===== src/rtl/round_judge.sv =====
// Player-side round judge: debounced button vs. controller target light, emits win/lose pulses, score, reaction time.
// Win/lose pulse follows the debounced press edge by one cycle (btn->pulse = DB_CYCLES+3 edges); no backpressure, pulses are fire-and-forget.
module round_judge #(
    parameter int DB_CYCLES = 8,
    parameter int WIN_PULSE = 2,
    parameter int RESP_WIN  = 256,
    parameter int SCORE_W   = 4
) (
    input  logic               clk,
    input  logic               rst,
    input  logic               btn,
    input  logic               leds_on,
    input  logic [1:0]         leds_ctrl,
    input  logic               clr,
    output logic               winrnd,
    output logic               losernd,
    output logic [SCORE_W-1:0] score,
    output logic [8:0]         react_time
);

    localparam int DBW = $clog2(DB_CYCLES + 1);
    localparam int PW  = $clog2(WIN_PULSE + 1);
    localparam logic [DBW-1:0] DB_LAST    = DBW'(DB_CYCLES - 1);
    localparam logic [PW-1:0]  PULSE_LAST = PW'(WIN_PULSE - 1);
    localparam logic [8:0]     RT_LAST    = 9'(RESP_WIN - 1);

    typedef enum logic [2:0] {
        WATCH,
        RESPOND,
        WIN,
        LOSE,
        LOCKOUT
    } state_t;

    state_t              r_state;
    state_t              w_state_nxt;
    logic                r_sync1;
    logic                r_sync2;
    logic                r_db;
    logic                r_db_d;
    logic [DBW-1:0]      r_db_cnt;
    logic [8:0]          r_rtimer;
    logic [PW-1:0]       r_pulse_cnt;
    logic [SCORE_W-1:0]  r_score;
    logic [8:0]          r_react;
    logic                r_winrnd;
    logic                r_losernd;

    logic                w_clear;
    logic                w_press;
    logic                w_target;
    logic                w_win_entry;
    logic                w_react_cap;
    logic [8:0]          w_react_val;

    assign w_clear  = rst | clr;
    assign w_press  = r_db & ~r_db_d;
    assign w_target = leds_on & (leds_ctrl == 2'b11);

    // Debounced level flips only after DB_CYCLES consecutive synced samples disagreeing with it.
    always_ff @(posedge clk) begin
        if (w_clear) begin
            r_sync1  <= 1'b0;
            r_sync2  <= 1'b0;
            r_db     <= 1'b0;
            r_db_d   <= 1'b0;
            r_db_cnt <= '0;
        end else begin
            r_sync1 <= btn;
            r_sync2 <= r_sync1;
            r_db_d  <= r_db;
            if (r_sync2 != r_db) begin
                if (r_db_cnt == DB_LAST) begin
                    r_db     <= r_sync2;
                    r_db_cnt <= '0;
                end else begin
                    r_db_cnt <= r_db_cnt + 1'b1;
                end
            end else begin
                r_db_cnt <= '0;
            end
        end
    end

    always_ff @(posedge clk) begin
        if (w_clear) begin
            r_state <= WATCH;
        end else begin
            r_state <= w_state_nxt;
        end
    end

    always_comb begin
        w_state_nxt = r_state;
        w_win_entry = 1'b0;
        w_react_cap = 1'b0;
        w_react_val = '0;
        case (r_state)
            WATCH: begin
                if (w_target) begin
                    if (w_press) begin
                        w_state_nxt = WIN;
                        w_win_entry = 1'b1;
                        w_react_cap = 1'b1;
                    end else begin
                        w_state_nxt = RESPOND;
                    end
                end else if (w_press) begin
                    w_state_nxt = LOSE;
                end
            end
            RESPOND: begin
                // Reported time counts the press cycle itself, hence rtimer + 1.
                if (w_press) begin
                    w_state_nxt = WIN;
                    w_win_entry = 1'b1;
                    w_react_cap = 1'b1;
                    w_react_val = r_rtimer + 9'd1;
                end else if (r_rtimer == RT_LAST) begin
                    w_state_nxt = LOSE;
                end
            end
            WIN, LOSE: begin
                if (r_pulse_cnt == PULSE_LAST) begin
                    w_state_nxt = LOCKOUT;
                end
            end
            LOCKOUT: begin
                if (!r_db && !w_target) begin
                    w_state_nxt = WATCH;
                end
            end
            default: w_state_nxt = WATCH;
        endcase
    end

    always_ff @(posedge clk) begin
        if (w_clear) begin
            r_rtimer    <= '0;
            r_pulse_cnt <= '0;
            r_score     <= '0;
            r_react     <= '0;
            r_winrnd    <= 1'b0;
            r_losernd   <= 1'b0;
        end else begin
            if (r_state == WATCH && w_target) begin
                r_rtimer <= '0;
            end else if (r_state == RESPOND) begin
                r_rtimer <= r_rtimer + 9'd1;
            end

            if (w_state_nxt != r_state) begin
                r_pulse_cnt <= '0;
            end else if (r_state == WIN || r_state == LOSE) begin
                r_pulse_cnt <= r_pulse_cnt + 1'b1;
            end

            if (w_win_entry && r_score != '1) begin
                r_score <= r_score + 1'b1;
            end
            if (w_react_cap) begin
                r_react <= w_react_val;
            end

            r_winrnd  <= (w_state_nxt == WIN);
            r_losernd <= (w_state_nxt == LOSE);
        end
    end

    assign winrnd     = r_winrnd;
    assign losernd    = r_losernd;
    assign score      = r_score;
    assign react_time = r_react;

endmodule

===== config.mk =====
export PLATFORM = sky130hd
export DESIGN_NAME = round_judge
export DESIGN_NICKNAME = d
export VERILOG_FILES = /design/src/rtl/round_judge.sv
export SDC_FILE = /design/constraint.sdc
export NUM_CORES = 1
export LEC_CHECK = 0
export CORE_UTILIZATION = 53
export CTS_CLUSTER_SIZE = 30
export DETAILED_ROUTE_END_ITERATION = 10
export PLACE_DENSITY = 0.77
export SKIP_CTS_REPAIR_TIMING = 1
export SLEW_MARGIN = 10
export SYNTH_ARGS = -nofsm -noshare
export SYNTH_HDL_FRONTEND = slang
export SYNTH_SLANG_ARGS = --single-unit

===== constraint.sdc =====
create_clock -name clk -period 2.2 [get_ports clk]
set_clock_uncertainty 0.15 [all_clocks]
set_input_delay 0.44 -clock clk [delete_from_list [all_inputs] [get_ports clk]]
set_output_delay 0.44 -clock clk [all_outputs]
set_load 0.05 [all_outputs]

# After elaboration in Yosys (flattened, before gate mapping)
# Cells that the tools add are included.
[totals]
ff_bits = 37
latchBits = 0
mem_bits_rw = 0
rom_bits = 0
input_bits = 7
output_inout_bits = 15
elab_cells = 59
mem_count = 0
[classes]
addsub = 4
multipliers = 0
div = 0
magnitude_cmp = 0
eq_ne = 13
shifts = 0
muxes = 13
bitwise = 5
n_reduce_logical = 12
[ops]
columns = ["op", "n"]
rows = [
  ["$mux 3", 6],
  ["$mux 9", 2],
  ["$eq 3x2->1 const B", 4],
  ["$pmux 3 s4", 1],
  ["$add 9x1->9 const B", 1],
  ["$eq 9x8->1 const B", 1],
  ["$add 4x1->4 const B", 2],
  ["$reduce_or 2->1", 3],
  ["$eq 4x3->1 const B", 1],
  ["$ne 4x4->1 const B", 1],
  ["$eq 3x1->1 const B", 1],
  ["$eq 3x3->1 const B", 1],
  ["$logic_and 1x1->1", 3],
  ["$logic_not 3->1", 1],
  ["$ne 3x3->1", 1],
  ["$reduce_or 3->1", 1],
  ["$add 2x1->2 const B", 1],
  ["$and 1x1->1", 2],
  ["$eq 2x1->1 const B", 1],
  ["$eq 2x2->1 const B", 1],
  ["$logic_not 1->1", 2],
  ["$mux 1", 2],
  ["$mux 2", 1],
  ["$not 1->1", 2],
  ["other kinds (5)", 5],
]

# Logic depth before layout (Yosys ltp)
[logic_depth]
ltp_word = 8
ltp_mapped = 8
ltp_nobuf = 8

# Worst setup path before layout
# OpenSTA, ideal clock, no wires.
[synth_path]
path_type = "register to register"
start = "register r_rtimer[0]"
end = "register r_pulse_cnt[0]"
setup_ps = 125
arrival_time_ps = 1455
slack_ps = 470
path_stages_with_launch = 8
n_path_buf = 0
path_cell_list = "dfxtp_1 ha_1 nand3_1 nor3_1 ha_1 a21oi_1 o21ai_0 nor3_1"
[synth_via]
elab_chain_len = 6
[synth_lines]
columns = ["item", "line", "rtl"]
rows = [
  ["from (decl)", "42", "logic [8:0] r_rtimer;"],
  ["from (signal assigned)", "149", "r_rtimer <= r_rtimer + 9'd1;"],
  ["$eq 9x8->1", "119", "end else if (r_rtimer == RT_LAST) begin"],
  ["$mux 3", "119", ""],
  ["$mux 3", "114", "if (w_press) begin"],
  ["$pmux 3 s4", "98", "case (r_state)"],
  ["$ne 3x3->1", "152", "if (w_state_nxt != r_state) begin"],
  ["$reduce_or 2->1 (no line)", "n/a", ""],
  ["to (signal assigned)", "155", "r_pulse_cnt <= r_pulse_cnt + 1'b1;"],
  ["to (decl)", "43", "logic [PW-1:0] r_pulse_cnt;"],
]
# No other way between the ends.
# A chain may end at the register's enable or synchronous reset.

# Worst setup path in the final report
[layout_path]
start = "register r_react[0], in the netlist react_time[0]"
end = "output port react_time[0]"
[layout_lines]
columns = ["item", "line", "rtl"]
rows = [
  ["from (decl)", "45", "logic [8:0] r_react;"],
  ["from (signal assigned)", "162", "r_react <= w_react_val;"],
  ["to (decl)", "18", "output logic [8:0] react_time"],
]
# No word-level cell between the ends.

==> flow_summary.json <==
{
  "grt_pass1_vias": 1432,
  "finalSetupViolations": 0,
  "antenna_found_initial": 0,
  "crit_path_end_kind": "output pin",
  "cts_max_level": 2,
  "synth_nets": 197,
  "switching_share": 0.225,
  "worstMarginPinSlew_ps": 524,
  "synth_warnings": 0,
  "p_per_area_nw_per_um2": 537,
  "vias": 1395,
  "grt_usage": 0.236,
  "start_util": 0.582,
  "max-vdd-ir-drop_uv": 357,
  "comb_power_share": 0.041,
  "cp_top_family": "buffers and inverters",
  "start_kind": "flip-flop",
  "crit_arrival_ps": 1540,
  "io_buffers": 21,
  "p_total_uw": 1060,
  "synth-edff-count": 0,
  "report.final.hold_viol_count": 0,
  "grt_pass1_wl_um": 5910,
  "ys_types": 42,
  "syn_inst": 185,
  "die_h_um": 58.0,
  "nets": 223,
  "clockRootBuffer": "clkbuf_4",
  "max_slew_margin": 0.650,
  "worstPathRequired_ps": 1610,
  "dp_hpwl_um": 2510,
  "cts-buffers-inserted": 5,
  "final_cells": 243,
  "fp.coreArea_um2": 2850,
  "synth_area_leaders": "dfxtp_1 (45%), nor2_1 (6.8%), xor2_1 (4.7%)",
  "path_clk_slew_ps": 110,
  "p_seq_frac": 0.637,
  "ys.flop_type": "dfxtp_1",
  "synth-xor-area-share": 0.0897,
  "maxSlewViolCount": 0,
  "post-route-period-util": 0.969,
  "area_growth_pct": 18.5,
  "grt_max_degree": 14,
  "drt_iter0_drc": 45,
  "yosys_register_bits": 37,
  "dpl-instance-area_um2": 1910,
  "cap_viol_max_count": 0,
  "max_stage_delay_ps": 820,
  "synth_top_family_by_area": "simple AND/OR/NAND/NOR gates",
  "grt_overflow": 0,
  "synth_common_cells": "dfxtp_1 (37), nor2_1 (30), nand3_1 (12)",
  "clockBufferDepth": 2,
  "critPathBufInv": 1,
  "p_sw_uw": 237,
  "clk_latency_ps": 340,
  "firstDrtPassIters": 7,
  "cp_slowest_cell": "clkdlybuf4s50_1",
  "die_w_um": 58.0,
  "p_int_uw": 820,
  "syn-cell-area_um2": 1660,
  "violations": "DRC",
  "num_antenna_cells": 0,
  "final_antenna_net_count": 0,
  "design_area_um2": 1970,
  "ios": 22,
  "crit_chain": "clkdlybuf4s50_1",
  "rows": 19,
  "die_area_um2": 3360,
  "synth_fa_ha_area_frac": 0.0377,
  "remaining_drc_errors": 2,
  "synthSimpleGateAreaFrac": 0.233,
  "wl_per_cell_um": 14.1,
  "gp_congestion": 0.783,
  "cts_sinks": 37,
  "synth_most_common_cell": "dfxtp_1",
  "dp_cells": 235,
  "hp-class": "flip-flop to flip-flop",
  "synthMuxAreaShare": 0.0121,
  "layout-drive-gt1-share": 0.0755,
  "critPathKind": "flip-flop to output pin",
  "avgViaCountPerCell": 5.74,
  "yosysTopAreaCell": "dfxtp_1",
  "synthArstFlopShare": 0,
  "rsz0062_at_grt": "false",
  "synth_top_area_share": 0.446,
  "outcome": "complete, but fails checks",
  "finalWirelength_um": 3430,
  "synth-compound-area-share": 0.150,
  "fmax_ghz": 0.469,
  "pwr-share-clk": 0.322,
  "leakage_uw": 0.000784,
  "ys_seq_area_frac": 0.446,
  "syn_area_per_cell_um2": 8.97,
  "crit_fanout": 2,
  "cts_tree": "yes",
  "period_needed_ps": 2130
}
[area by class of cell]
cell class,count,area [um^2]
sequential,37,741
multi-input combinational,135,867
fill,238,885
tap,31,38.8
timing repair buffer,24,243
clock buffer,8,48.8
inverter,8,30.0
[through the flow]
stage | setup TNS, ps | hold WS, ps | utilization | worst slack (ps)
after global placement | 0 | 258 | 0.669 | 217
after CTS | -113 | 291 | 0.686 | -65.1
after floorplan | 0 | 256 | - | 470
after detailed placement | 0 | 263 | 0.669 | 146
after global routing | 0 | 302 | 0.690 | 26.4
final | 0 | 285 | 0.690 | 69.3
[power groups by stage]
stage,logic [uW],clock network [uW],registers (uW)
2_1_floorplan,23.3,0,688
6_report,43.6,340,673
4_1_cts,43.7,360,673
5_1_grt,47.5,379,674
3_3_place_gp,41.8,0,688
3_5_place_dp,43.6,0,688
[sequential cells by signal, summed over array words and instances, names as in the netlist, 2 cells and up]
signal,flops
r_db_cnt,4
score,4
r_rtimer,9
r_pulse_cnt,2
react_time,9
r_state,3
[cell usage in the layout (no fill, tap or decap), types with 6 or more instances in the layout]
cell	synthesis	final
inv_1	8	8
nand2_1	9	9
nand3_1	12	12
nor3_1	6	6
xnor2_1	8	8
xor2_1	9	9
clkdlybuf4s50_1	0	17
nor2_1	30	30
dfxtp_1	37	37
a21oi_1	7	7
[layer usage]
metal | track usage | part of all wire
met1 | 0.247 | 0.41
met2 | 0.411 | 0.52
met3 | 0.0893 | 0.050
met4 | 0.126 | 0.022
met5 | 0 | 0
[path summary, 6_finish.rpt]
kind / depth (start not counted) / slack [ps] / startpoint / endpoint
hold / removal: 1 / 290 / r_sync1 / r_sync2
setup / recovery: 1 / 70 / react_time[0] / react_time[0]
setup reg to reg: 7 / 300 / r_rtimer[0] / r_pulse_cnt[0]
hold reg to reg: 1 / 290 / r_sync1 / r_sync2
[cells by family (layout without fill, tap and decap cells)]
kind of cell,count (synthesis),in the layout
AO/OA/AOI/OAI,34,34
XOR/XNOR,17,17
adder cells (fa/ha/maj),5,5
buffers and inverters,13,40
flip-flops,37,37
multiplexers,2,2
AND/OR/NAND/NOR,77,77
Power figures use the tool's default switching activity.
